==> src/rtl/store_processing_unit_pkg.sv <==
// Shared load/store definitions: FUNC3 codes, store FSM state encoding and byte-lane masks.
package store_processing_unit_pkg;

  localparam int unsigned XLEN       = 32;
  localparam int unsigned WORD_BYTES = 4;

  localparam logic [2:0] F3_LB  = 3'b000;
  localparam logic [2:0] F3_LH  = 3'b001;
  localparam logic [2:0] F3_LW  = 3'b010;
  localparam logic [2:0] F3_LBU = 3'b100;
  localparam logic [2:0] F3_LHU = 3'b101;
  localparam logic [2:0] F3_SB  = 3'b000;
  localparam logic [2:0] F3_SH  = 3'b001;
  localparam logic [2:0] F3_SW  = 3'b010;

  typedef enum logic [1:0] {
    ST_IDLE  = 2'd0,
    ST_BEAT0 = 2'd1,
    ST_BEAT1 = 2'd2,
    ST_ERR   = 2'd3
  } store_state_e;

  localparam logic [3:0] BASE_MASK_B = 4'b0001;
  localparam logic [3:0] BASE_MASK_H = 4'b0011;
  localparam logic [3:0] BASE_MASK_W = 4'b1111;

  // Expand a per-byte mask into a per-bit mask over one word.
  function automatic logic [XLEN-1:0] byte_to_bit_mask(input logic [3:0] base);
    logic [XLEN-1:0] m;
    m = '0;
    for (int i = 0; i < 4; i++) begin
      m[8*i +: 8] = {8{base[i]}};
    end
    return m;
  endfunction

endpackage

==> src/rtl/store_lane_align.sv <==
// Combinational store lane alignment: sized data and byte mask shifted into a two-word window.
module store_lane_align
  import store_processing_unit_pkg::*;
(
  input  logic [2:0]      func3_i,
  input  logic [1:0]      off_i,
  input  logic [XLEN-1:0] wdata_i,
  output logic [63:0]     data64_c_o,
  output logic [7:0]      mask8_c_o,
  output logic            valid_c_o
);

  logic [3:0] base_c;

  always_comb begin
    base_c    = 4'b0000;
    valid_c_o = 1'b1;
    case (func3_i)
      F3_SB:   base_c = BASE_MASK_B;
      F3_SH:   base_c = BASE_MASK_H;
      F3_SW:   base_c = BASE_MASK_W;
      default: valid_c_o = 1'b0;
    endcase
    mask8_c_o  = 8'({4'b0000, base_c} << off_i);
    data64_c_o = 64'({32'b0, wdata_i & byte_to_bit_mask(base_c)} << {off_i, 3'b000});
  end

endmodule

==> src/rtl/store_processing_unit.sv <==
// Store processing unit: aligns a store and issues one or two word-write beats with a ready handshake.
// Optional STORE_MISALIGN_TRAP_EN: misaligned SH/SW trap via MISALIGNED instead of being split.
module store_processing_unit
  import store_processing_unit_pkg::*;
#(
  parameter int unsigned ADDR_WIDTH = 32,
  parameter int unsigned DATA_WIDTH = 32
) (
  input  logic                  CLK,
  input  logic                  RESET,
  input  logic                  REQ_VALID,
  output logic                  REQ_READY,
  input  logic [2:0]            FUNC3,
  input  logic [ADDR_WIDTH-1:0] ADDRESS,
  input  logic [DATA_WIDTH-1:0] WRITE_DATA,
  output logic                  MEM_WRITE_EN,
  output logic [ADDR_WIDTH-1:0] MEM_ADDRESS,
  output logic [DATA_WIDTH-1:0] MEM_WRITE_DATA,
  output logic [3:0]            MEM_BYTE_EN,
  input  logic                  MEM_READY,
  output logic                  DONE,
  output logic                  ERROR
`ifdef STORE_MISALIGN_TRAP_EN
  ,
  output logic                  MISALIGNED
`endif
);

  store_state_e state_q, state_d;
  logic                  ready_q, ready_d;
  logic                  we_q, we_d;
  logic [ADDR_WIDTH-1:0] addr_q, addr_d;
  logic [XLEN-1:0]       wdata_q, wdata_d;
  logic [3:0]            be_q, be_d;
  logic [ADDR_WIDTH-1:0] hi_addr_q, hi_addr_d;
  logic [XLEN-1:0]       hi_data_q, hi_data_d;
  logic [3:0]            hi_mask_q, hi_mask_d;
  logic                  done_q, done_d;
  logic                  error_q, error_d;
`ifdef STORE_MISALIGN_TRAP_EN
  logic                  misal_q, misal_d;
`endif

  logic [1:0]            off_c;
  logic [ADDR_WIDTH-1:0] word_addr_c;
  logic [63:0]           data64_c;
  logic [7:0]            mask8_c;
  logic                  f3_valid_c;
  logic                  misaligned_c;
  logic                  accept_c;

  assign off_c       = ADDRESS[1:0];
  assign word_addr_c = {ADDRESS[ADDR_WIDTH-1:2], 2'b00};
  assign accept_c    = REQ_VALID & ready_q;

`ifdef STORE_MISALIGN_TRAP_EN
  assign misaligned_c = ((FUNC3 == F3_SH) && off_c[0]) ||
                        ((FUNC3 == F3_SW) && (off_c != 2'b00));
`else
  assign misaligned_c = 1'b0;
`endif

  store_lane_align u_align (
    .func3_i    (FUNC3),
    .off_i      (off_c),
    .wdata_i    (WRITE_DATA),
    .data64_c_o (data64_c),
    .mask8_c_o  (mask8_c),
    .valid_c_o  (f3_valid_c)
  );

  // Next state and next registered outputs; beat outputs hold until MEM_READY.
  always_comb begin
    state_d   = state_q;
    we_d      = we_q;
    addr_d    = addr_q;
    wdata_d   = wdata_q;
    be_d      = be_q;
    hi_addr_d = hi_addr_q;
    hi_data_d = hi_data_q;
    hi_mask_d = hi_mask_q;
    done_d    = 1'b0;
    error_d   = 1'b0;
`ifdef STORE_MISALIGN_TRAP_EN
    misal_d   = 1'b0;
`endif
    case (state_q)
      ST_IDLE: begin
        if (accept_c) begin
          if (!f3_valid_c || misaligned_c) begin
            state_d = ST_ERR;
            done_d  = 1'b1;
            error_d = ~f3_valid_c;
`ifdef STORE_MISALIGN_TRAP_EN
            misal_d = misaligned_c;
`endif
          end else begin
            state_d   = ST_BEAT0;
            we_d      = 1'b1;
            addr_d    = word_addr_c;
            wdata_d   = data64_c[31:0];
            be_d      = mask8_c[3:0];
            hi_addr_d = ADDR_WIDTH'(word_addr_c + ADDR_WIDTH'(WORD_BYTES));
            hi_data_d = data64_c[63:32];
            hi_mask_d = mask8_c[7:4];
          end
        end
      end
      ST_BEAT0: begin
        if (MEM_READY) begin
          if (hi_mask_q == 4'b0000) begin
            state_d = ST_IDLE;
            done_d  = 1'b1;
            we_d    = 1'b0;
            addr_d  = '0;
            wdata_d = '0;
            be_d    = '0;
          end else begin
            state_d = ST_BEAT1;
            addr_d  = hi_addr_q;
            wdata_d = hi_data_q;
            be_d    = hi_mask_q;
          end
        end
      end
      ST_BEAT1: begin
        if (MEM_READY) begin
          state_d = ST_IDLE;
          done_d  = 1'b1;
          we_d    = 1'b0;
          addr_d  = '0;
          wdata_d = '0;
          be_d    = '0;
        end
      end
      ST_ERR: begin
        state_d = ST_IDLE;
      end
      default: begin
        state_d = ST_IDLE;
      end
    endcase
    ready_d = (state_d == ST_IDLE);
  end

  always_ff @(posedge CLK) begin
    if (RESET) begin
      state_q   <= ST_IDLE;
      ready_q   <= 1'b0;
      we_q      <= 1'b0;
      addr_q    <= '0;
      wdata_q   <= '0;
      be_q      <= '0;
      hi_addr_q <= '0;
      hi_data_q <= '0;
      hi_mask_q <= '0;
      done_q    <= 1'b0;
      error_q   <= 1'b0;
`ifdef STORE_MISALIGN_TRAP_EN
      misal_q   <= 1'b0;
`endif
    end else begin
      state_q   <= state_d;
      ready_q   <= ready_d;
      we_q      <= we_d;
      addr_q    <= addr_d;
      wdata_q   <= wdata_d;
      be_q      <= be_d;
      hi_addr_q <= hi_addr_d;
      hi_data_q <= hi_data_d;
      hi_mask_q <= hi_mask_d;
      done_q    <= done_d;
      error_q   <= error_d;
`ifdef STORE_MISALIGN_TRAP_EN
      misal_q   <= misal_d;
`endif
    end
  end

  assign REQ_READY      = ready_q;
  assign MEM_WRITE_EN   = we_q;
  assign MEM_ADDRESS    = addr_q;
  assign MEM_WRITE_DATA = wdata_q;
  assign MEM_BYTE_EN    = be_q;
  assign DONE           = done_q;
  assign ERROR          = error_q;
`ifdef STORE_MISALIGN_TRAP_EN
  assign MISALIGNED     = misal_q;
`endif

endmodule

==> config.mk <==
export PLATFORM = sky130hd
export DESIGN_NAME = store_processing_unit
export DESIGN_NICKNAME = d
export VERILOG_FILES = /design/src/rtl/store_processing_unit_pkg.sv /design/src/rtl/store_lane_align.sv /design/src/rtl/store_processing_unit.sv
export SDC_FILE = /design/constraint.sdc
export NUM_CORES = 1
export LEC_CHECK = 0
export ABC_AREA = 0
export BUFFER_PORTS_ARGS = -buffer_cell sky130_fd_sc_hd__buf_2
export CAP_MARGIN = 15
export CORE_MARGIN = 2
export CORE_UTILIZATION = 36
export CTS_BUF_LIST = sky130_fd_sc_hd__clkbuf_16
export DETAILED_ROUTE_END_ITERATION = 10
export GPL_TIMING_DRIVEN = 0
export HOLD_SLACK_MARGIN = 0.15
export PLACE_DENSITY = 0.54
export SETUP_SLACK_MARGIN = 0.4
export SLEW_MARGIN = 10
export SYNTH_ARGS = -nofsm -noshare
export SYNTH_HDL_FRONTEND = slang
export SYNTH_SLANG_ARGS = --single-unit
==> constraint.sdc <==
create_clock -name CLK -period 3.8 [get_ports CLK]
set_clock_uncertainty 0.2 [all_clocks]
set_input_delay 0.38 -clock CLK [delete_from_list [all_inputs] [get_ports CLK]]
set_output_delay 0.38 -clock CLK [all_outputs]
set_load 0.05 [all_outputs]
# Yosys cells after proc, flatten, opt, wreduce, memory -nomap -nowiden
# Index checks and enable logic that the tools add are counted.
[op_classes]
n_addsub = 1
eq_ne = 10
n_shift = 2
n_mux = 37
bitwise_logic = 5
reduce_logical = 10
[ops]
columns = ["cell", "count"]
rows = [
  ["32-bit two-way mux", 9],
  ["32-bit case mux with 3 select lines", 2],
  ["32-bit by 5-bit left shift with 64-bit output", 1],
  ["32-bit by 3-bit adder with 32-bit output (second input constant)", 1],
  ["32-bit bitwise AND", 1],
  ["4-bit case mux with 3 select lines", 2],
  ["4-bit two-way mux", 5],
  ["1-bit two-way mux", 11],
  ["2-bit two-way mux", 5],
  ["2-bit != test (second input constant)", 5],
  ["2-bit case mux with 4 select lines", 1],
  ["4-bit by 2-bit left shift with 8-bit output", 1],
  ["1-bit case mux with 3 select lines", 2],
  ["6-bit AND reduction", 1],
  ["5-bit AND reduction", 1],
  ["2-bit equality test (second input constant)", 2],
  ["2-bit logical NOT", 2],
  ["4-bit logical NOT", 1],
  ["4-bit OR reduction", 1],
  ["3-bit by 1-bit equality test with 1-bit output (second input constant)", 1],
  ["3-bit by 2-bit equality test with 1-bit output (second input constant)", 1],
  ["3-bit logical NOT", 1],
  ["1-bit NOT", 3],
  ["3-bit AND reduction", 1],
  ["other kinds (4)", 4],
]
[totals]
regBits = 142
inputBits = 71
out_inout_bits = 72
elab_cells = 76

# Logic depth before layout (Yosys ltp)
[depth]
word_depth = 7
depth_mapped = 9
mapped_depth_nobuf = 6

# By module
# From an unflattened synthesis, not the netlist that was laid out.
[unflattened]
cells_unflattened = 879
hier_area_um2 = 6967.9
[modules_own_cells]
columns = ["module", "n_inst", "cells_each", "area_per_inst_um2", "seq_area_each_um2"]
rows = [
  ["store_processing_unit", 1, 728, 5952.0, 2762.6],
  ["store_lane_align", 1, 151, 1016.0, 0.0],
]

# Worst setup path before layout
# OpenSTA, ideal clock, no wires.
[synth_timing]
path_kind = "flip-flop to flip-flop"
start = "register state_q[1]"
end = "register addr_q[15], in the netlist MEM_ADDRESS[15]"
setup_time_ns = 0.133
arrival_time_ns = 1.819
t_required_ns = 3.467
setup_slack_ns = 1.648
path_stages_with_launch = 10
path_buffers = 3
synth_period_minus_slack_ns = 2.152
path_cell_list = "dfxtp_1 > inv_1 > ha_1 > buf_2 > o21ba_2 > nor2_1 > and2_1 > buf_2 > buf_2 > o221ai_1"
[synth_via]
elab_chain_cells = 3
word_cells_on_any_way = 10
classes_between = "6 x eq/ne; 1 x mux; 3 x reduce/logical"
[synth_rtl]
columns = ["element", "line_no", "source"]
rows = [
  ["start: declaration", "store_processing_unit.sv:29", "store_state_e state_q, state_d;"],
  ["start signal: assignment", "store_processing_unit.sv:163", "state_q <= state_d;"],
  ["2-bit by 1-bit equality test with 1-bit output, or another cell as far along", "store_processing_unit.sv:87", "case (state_q)"],
  ["2-bit != test (no line) / 3-bit nonzero test (equally long branches)", "--", ""],
  ["5-bit AND reduction (no line)", "--", ""],
  ["end signal: assignment", "store_processing_unit.sv:166", "addr_q <= addr_d;"],
  ["end: declaration", "store_processing_unit.sv:32", "logic [ADDR_WIDTH-1:0] addr_q, addr_d;"],
]
# Several ways; a longest one is shown, not always the timed one.
# A chain may end at the register's enable or synchronous reset.

# Final worst setup path
[layout_timing]
start = "register state_q[1]"
end = "register wdata_q[18], in the netlist MEM_WRITE_DATA[18]"
[layout_via]
elab_chain_cells = 3
word_cells_on_any_way = 10
classes_between = "6 x eq/ne; 1 x mux; 3 x reduce/logical"
[layout_rtl]
columns = ["element", "line_no", "source"]
rows = [
  ["2-bit by 1-bit equality test with 1-bit output, or another cell as far along", "store_processing_unit.sv:87", ""],
  ["2-bit != test (no line) / 3-bit nonzero test (equally long branches)", "--", ""],
  ["5-bit AND reduction (no line)", "--", ""],
  ["end signal: assignment", "store_processing_unit.sv:167", "wdata_q <= wdata_d;"],
  ["end: declaration", "store_processing_unit.sv:33", "logic [XLEN-1:0] wdata_q, wdata_d;"],
]
# Several ways; a longest one is shown, not always the timed one.

==> impl_metrics.tcl <==
set metrics [dict create \
    cp.depth 8 \
    setup_viol 0 \
    drc 0 \
    cts_resized 0 \
    startpoint "state_q[1]$_SDFF_PP0_" \
    clkTransAtPathRegs_ns 0.06 \
    synthSimpleGateAreaFrac 0.1809 \
    crit_fanout 10 \
    wire_per_inst_um 21.36 \
    maxCapViolCount 0 \
    rows 48 \
    worstSetupPathType "reg -> reg" \
    final_cell_area_um2 8393 \
    slowest_delay_ns 0.49 \
    start_kind "flop" \
    tightestPinTransition_ns 1.124 \
    cp_cell_sequence "inv_1 > ha_1 > buf_2 > o311a_1 > buf_2 > clkbuf_1 > a222oi_1 > a211oi_1" \
    cp.required_ns 3.93 \
    synth-seq-cells 129 \
    synth_edf_count 0 \
    p_int_mw 3.372 \
    n_antenna_cell 0 \
    avgSynthCellArea_um2 8.612 \
    p_switching_mw 2.509 \
    post-place-cells 1113 \
    p_clk_frac 0.300 \
    synth_area_um2 6459 \
    muxShareOfSynthArea 0.01550 \
    portBuffers 137 \
    synth-adder-area-share 0.009686 \
    vias 6944 \
    yosys_warnings 0 \
    first_pass_iters 5 \
    final_nets 1017 \
    r2r_setup_slack_ns 1.03 \
    endpoint_kind "flop" \
    leakagePower_nw 3.171 \
    switching_share 0.4266 \
    cts_buffers 17 \
    num_io_pins 143 \
    finalMaxSlewViolations 0 \
    rsz0062_at_grt "false" \
    synthDistinctLibCells 66 \
    htree_levels 4 \
    hold_depth 3 \
    finalHoldViolations 0 \
    design.die.area_um2 19030 \
    r2r_end "MEM_WRITE_DATA[18]$_SDFFE_PP0P_" \
    hold_class "in -> reg" \
    layout_commonest_cell "buf_2" \
    period_minus_slack_ns 2.773 \
    drtIter0Drc 629 \
    synth_compound_area_frac 0.3090 \
    track_usage 0.2665 \
    instances_no_fill 1178 \
    synthXorXnorAreaFrac 0.01898 \
    rr_startpoint "state_q[1]$_SDFF_PP0_" \
    tns_ns 0 \
    synth_area_leader_cell "dfxtp_1" \
    finalPower_mw 5.881 \
    cts.sinks 129 \
    dieWidth_um 137.9 \
    crit_buf_inv 4 \
    status "finished, final reports clean" \
    synthFlopType "dfxtp_1" \
    grt_pass1_wl_um 37580 \
    irDropWorstVdd_mv 0.4558 \
    grt_start_max_net_pins 17 \
    arrival_ns 2.91 \
    max_freq_ghz 0.3606 \
    postPlaceCellArea_um2 7430 \
    power_frac_seq 0.306 \
    crit_family "buffers and inverters" \
    power-per-cell-area_nw_per_um2 700.7 \
    antenna_found_initial 0 \
    synth_top_family_by_area "compound AO/OA/AOI/OAI gates" \
    power_frac_comb 0.394 \
    synth-async-reset-ratio 0 \
    utilization 0.4819 \
    fin_crit_sh 0.7297 \
    routed_wl_um 25160 \
    root_buffer "clkbuf_16" \
    core_area_um2 17420 \
    synth_top_area_frac 0.3998 \
    r2r_cells 8 \
    drive_gt1_frac 0.2277 \
    maxSlewHeadroom 0.2448 \
    syn2layout_area_growth_pct 29.95 \
    cpMaxStageDelayCell "clkbuf_1" \
    cts_tree "yes" \
    layout_common_cells "buf_2, dfxtp_1, a21oi_1" \
    synth.top_cells.by_area "dfxtp_1, a211oi_1, a21oi_1, a22oi_1, nor2_1" \
    gp_congestion 0.9120 \
    grt_pass1_vias 6531 \
    start_util 0.3708 \
    viasPerCell 5.895 \
    worstSetupEndpoint "MEM_WRITE_DATA[18]$_SDFFE_PP0P_" \
    ys_seq_area_frac 0.3998 \
    crit_top_cell "buf_2" \
    synthCells 750 \
    dp_hpwl_um 18200 \
    post_cts_buffers 0 \
    die_y_um 137.9 \
    clock_latency_ns 0.42 \
    grt-ovfl-total 0 \
    clock_path_buffers 2 \
    final_antenna_net_count 0 \
]
## routing by layer
metal	global-route usage	wire, um	share of wire	up-vias
met2	0.4054	11240	0.45	294
met5	0	0	0	-
met3	0.05409	1796	0.071	46
met1	0.3695	11420	0.45	3338
li1	-	-	-	3266
met4	0.1049	710	0.028	0
## kinds of logic after synthesis
| kind of cell | count (synthesis) |
|---|---|
| AOI/OAI and AO/OA | 284 |
| and+or+nand+nor | 213 |
| DFF | 129 |
| buffers and inverters | 95 |
| xor gates and xnor gates | 14 |
| muxes | 9 |
| adders and majority gates | 5 |
| other | 1 |
## final cells by class
cell class                 instances  area [um^2]
clock buffer                      17        425.4
sequential                       129         2582
inverter                          20        75.07
clock inverter                    14        197.7
multi-input combinational        527         3457
timing repair buffer             171         1026
buffer                            75        347.8
tap                              225        281.5
fill                            1786         9024
## synthesized netlist by cell type (2+ instances only)
cell / number
dfxtp_1: 129
a21oi_1: 71
nor2_1: 61
a211oi_1: 53
a22oi_1: 41
clkbuf_1: 35
o21ai_0: 29
nand2_1: 28
buf_2: 26
nor2b_1: 25
nand3_1: 22
inv_1: 20
nand4_1: 19
nor3_1: 12
a311oi_1: 10
a32o_1: 10
o311ai_0: 10
xor2_1: 10
or3_1: 9
a221oi_1: 8
a222oi_1: 8
buf_1: 8
mux2_2: 8
a32oi_1: 7
o2bb2ai_1: 7
o31ai_1: 7
or4_1: 7
a31oi_1: 5
and3_1: 5
and4_1: 5
ha_1: 5
xnor2_1: 4
and2_1: 3
buf_4: 3
buf_6: 3
nor4_1: 3
a2bb2oi_1: 2
o221ai_1: 2
o22ai_1: 2
o311a_1: 2
## power by group through the flow
stage | clock, mW | combinational (mW) | sequential [mW]
3_5_place_dp | 0 | 2.27 | 1.82
3_3_place_gp | 0 | 2.26 | 1.83
2_1_floorplan | 0 | 0.870 | 2.56
6_report | 1.76 | 2.31 | 1.80
4_1_cts | 1.78 | 2.30 | 1.80
5_1_grt | 1.84 | 2.47 | 1.83
## flip-flops by register name, summed over array words and instances, names as in the netlist
register        count
hi_data_q          24
hi_addr_q          30
MEM_WRITE_EN        1
MEM_BYTE_EN         4
hi_mask_q           3
state_q             2
MEM_WRITE_DATA     32
DONE                1
REQ_READY           1
ERROR               1
MEM_ADDRESS        30
## timing repair
| action | in CTS | in global routing |
|---|---|---|
| hold endpoints to repair | 42 | 0 |
| hold buffers | 34 | 0 |
| setup endpoints to repair | 0 | 0 |
## worst min-delay path, delay by kind of cell
kind | cells | cell delay, ns
AOI/OAI and AO/OA | 2 | 0.20
buffers and inverters | 1 | 0.14
## how the worst min path moves through the flow
| stage | startpoint | to |
|---|---|---|
| CTS | WRITE_DATA[1] | MEM_WRITE_DATA[1]$_SDFFE_PP0P_ |
| global placement | MEM_WRITE_DATA[29]$_SDFFE_PP0P_ | MEM_WRITE_DATA[29]$_SDFFE_PP0P_ |
| floorplan | hi_addr_q[3]$_SDFFE_PP0P_ | hi_addr_q[3]$_SDFFE_PP0P_ |
| finish | ADDRESS[30] | hi_addr_q[30]$_SDFFE_PP0P_ |
| global route | WRITE_DATA[3] | MEM_WRITE_DATA[3]$_SDFFE_PP0P_ |
| detailed placement | MEM_WRITE_DATA[26]$_SDFFE_PP0P_ | MEM_WRITE_DATA[26]$_SDFFE_PP0P_ |
## per-stage QoR
step	worst slack [ns]	hold WS, ns
2_1_floorplan	1.648	0.2367
3_3_place_gp	1.066	0.2473
3_5_place_dp	1.081	0.2456
4_1_cts	1.029	0.1552
5_1_grt	0.8930	0.1633
6_report	1.027	0.1641
Note: power is estimated with default switching activity, not from simulation.
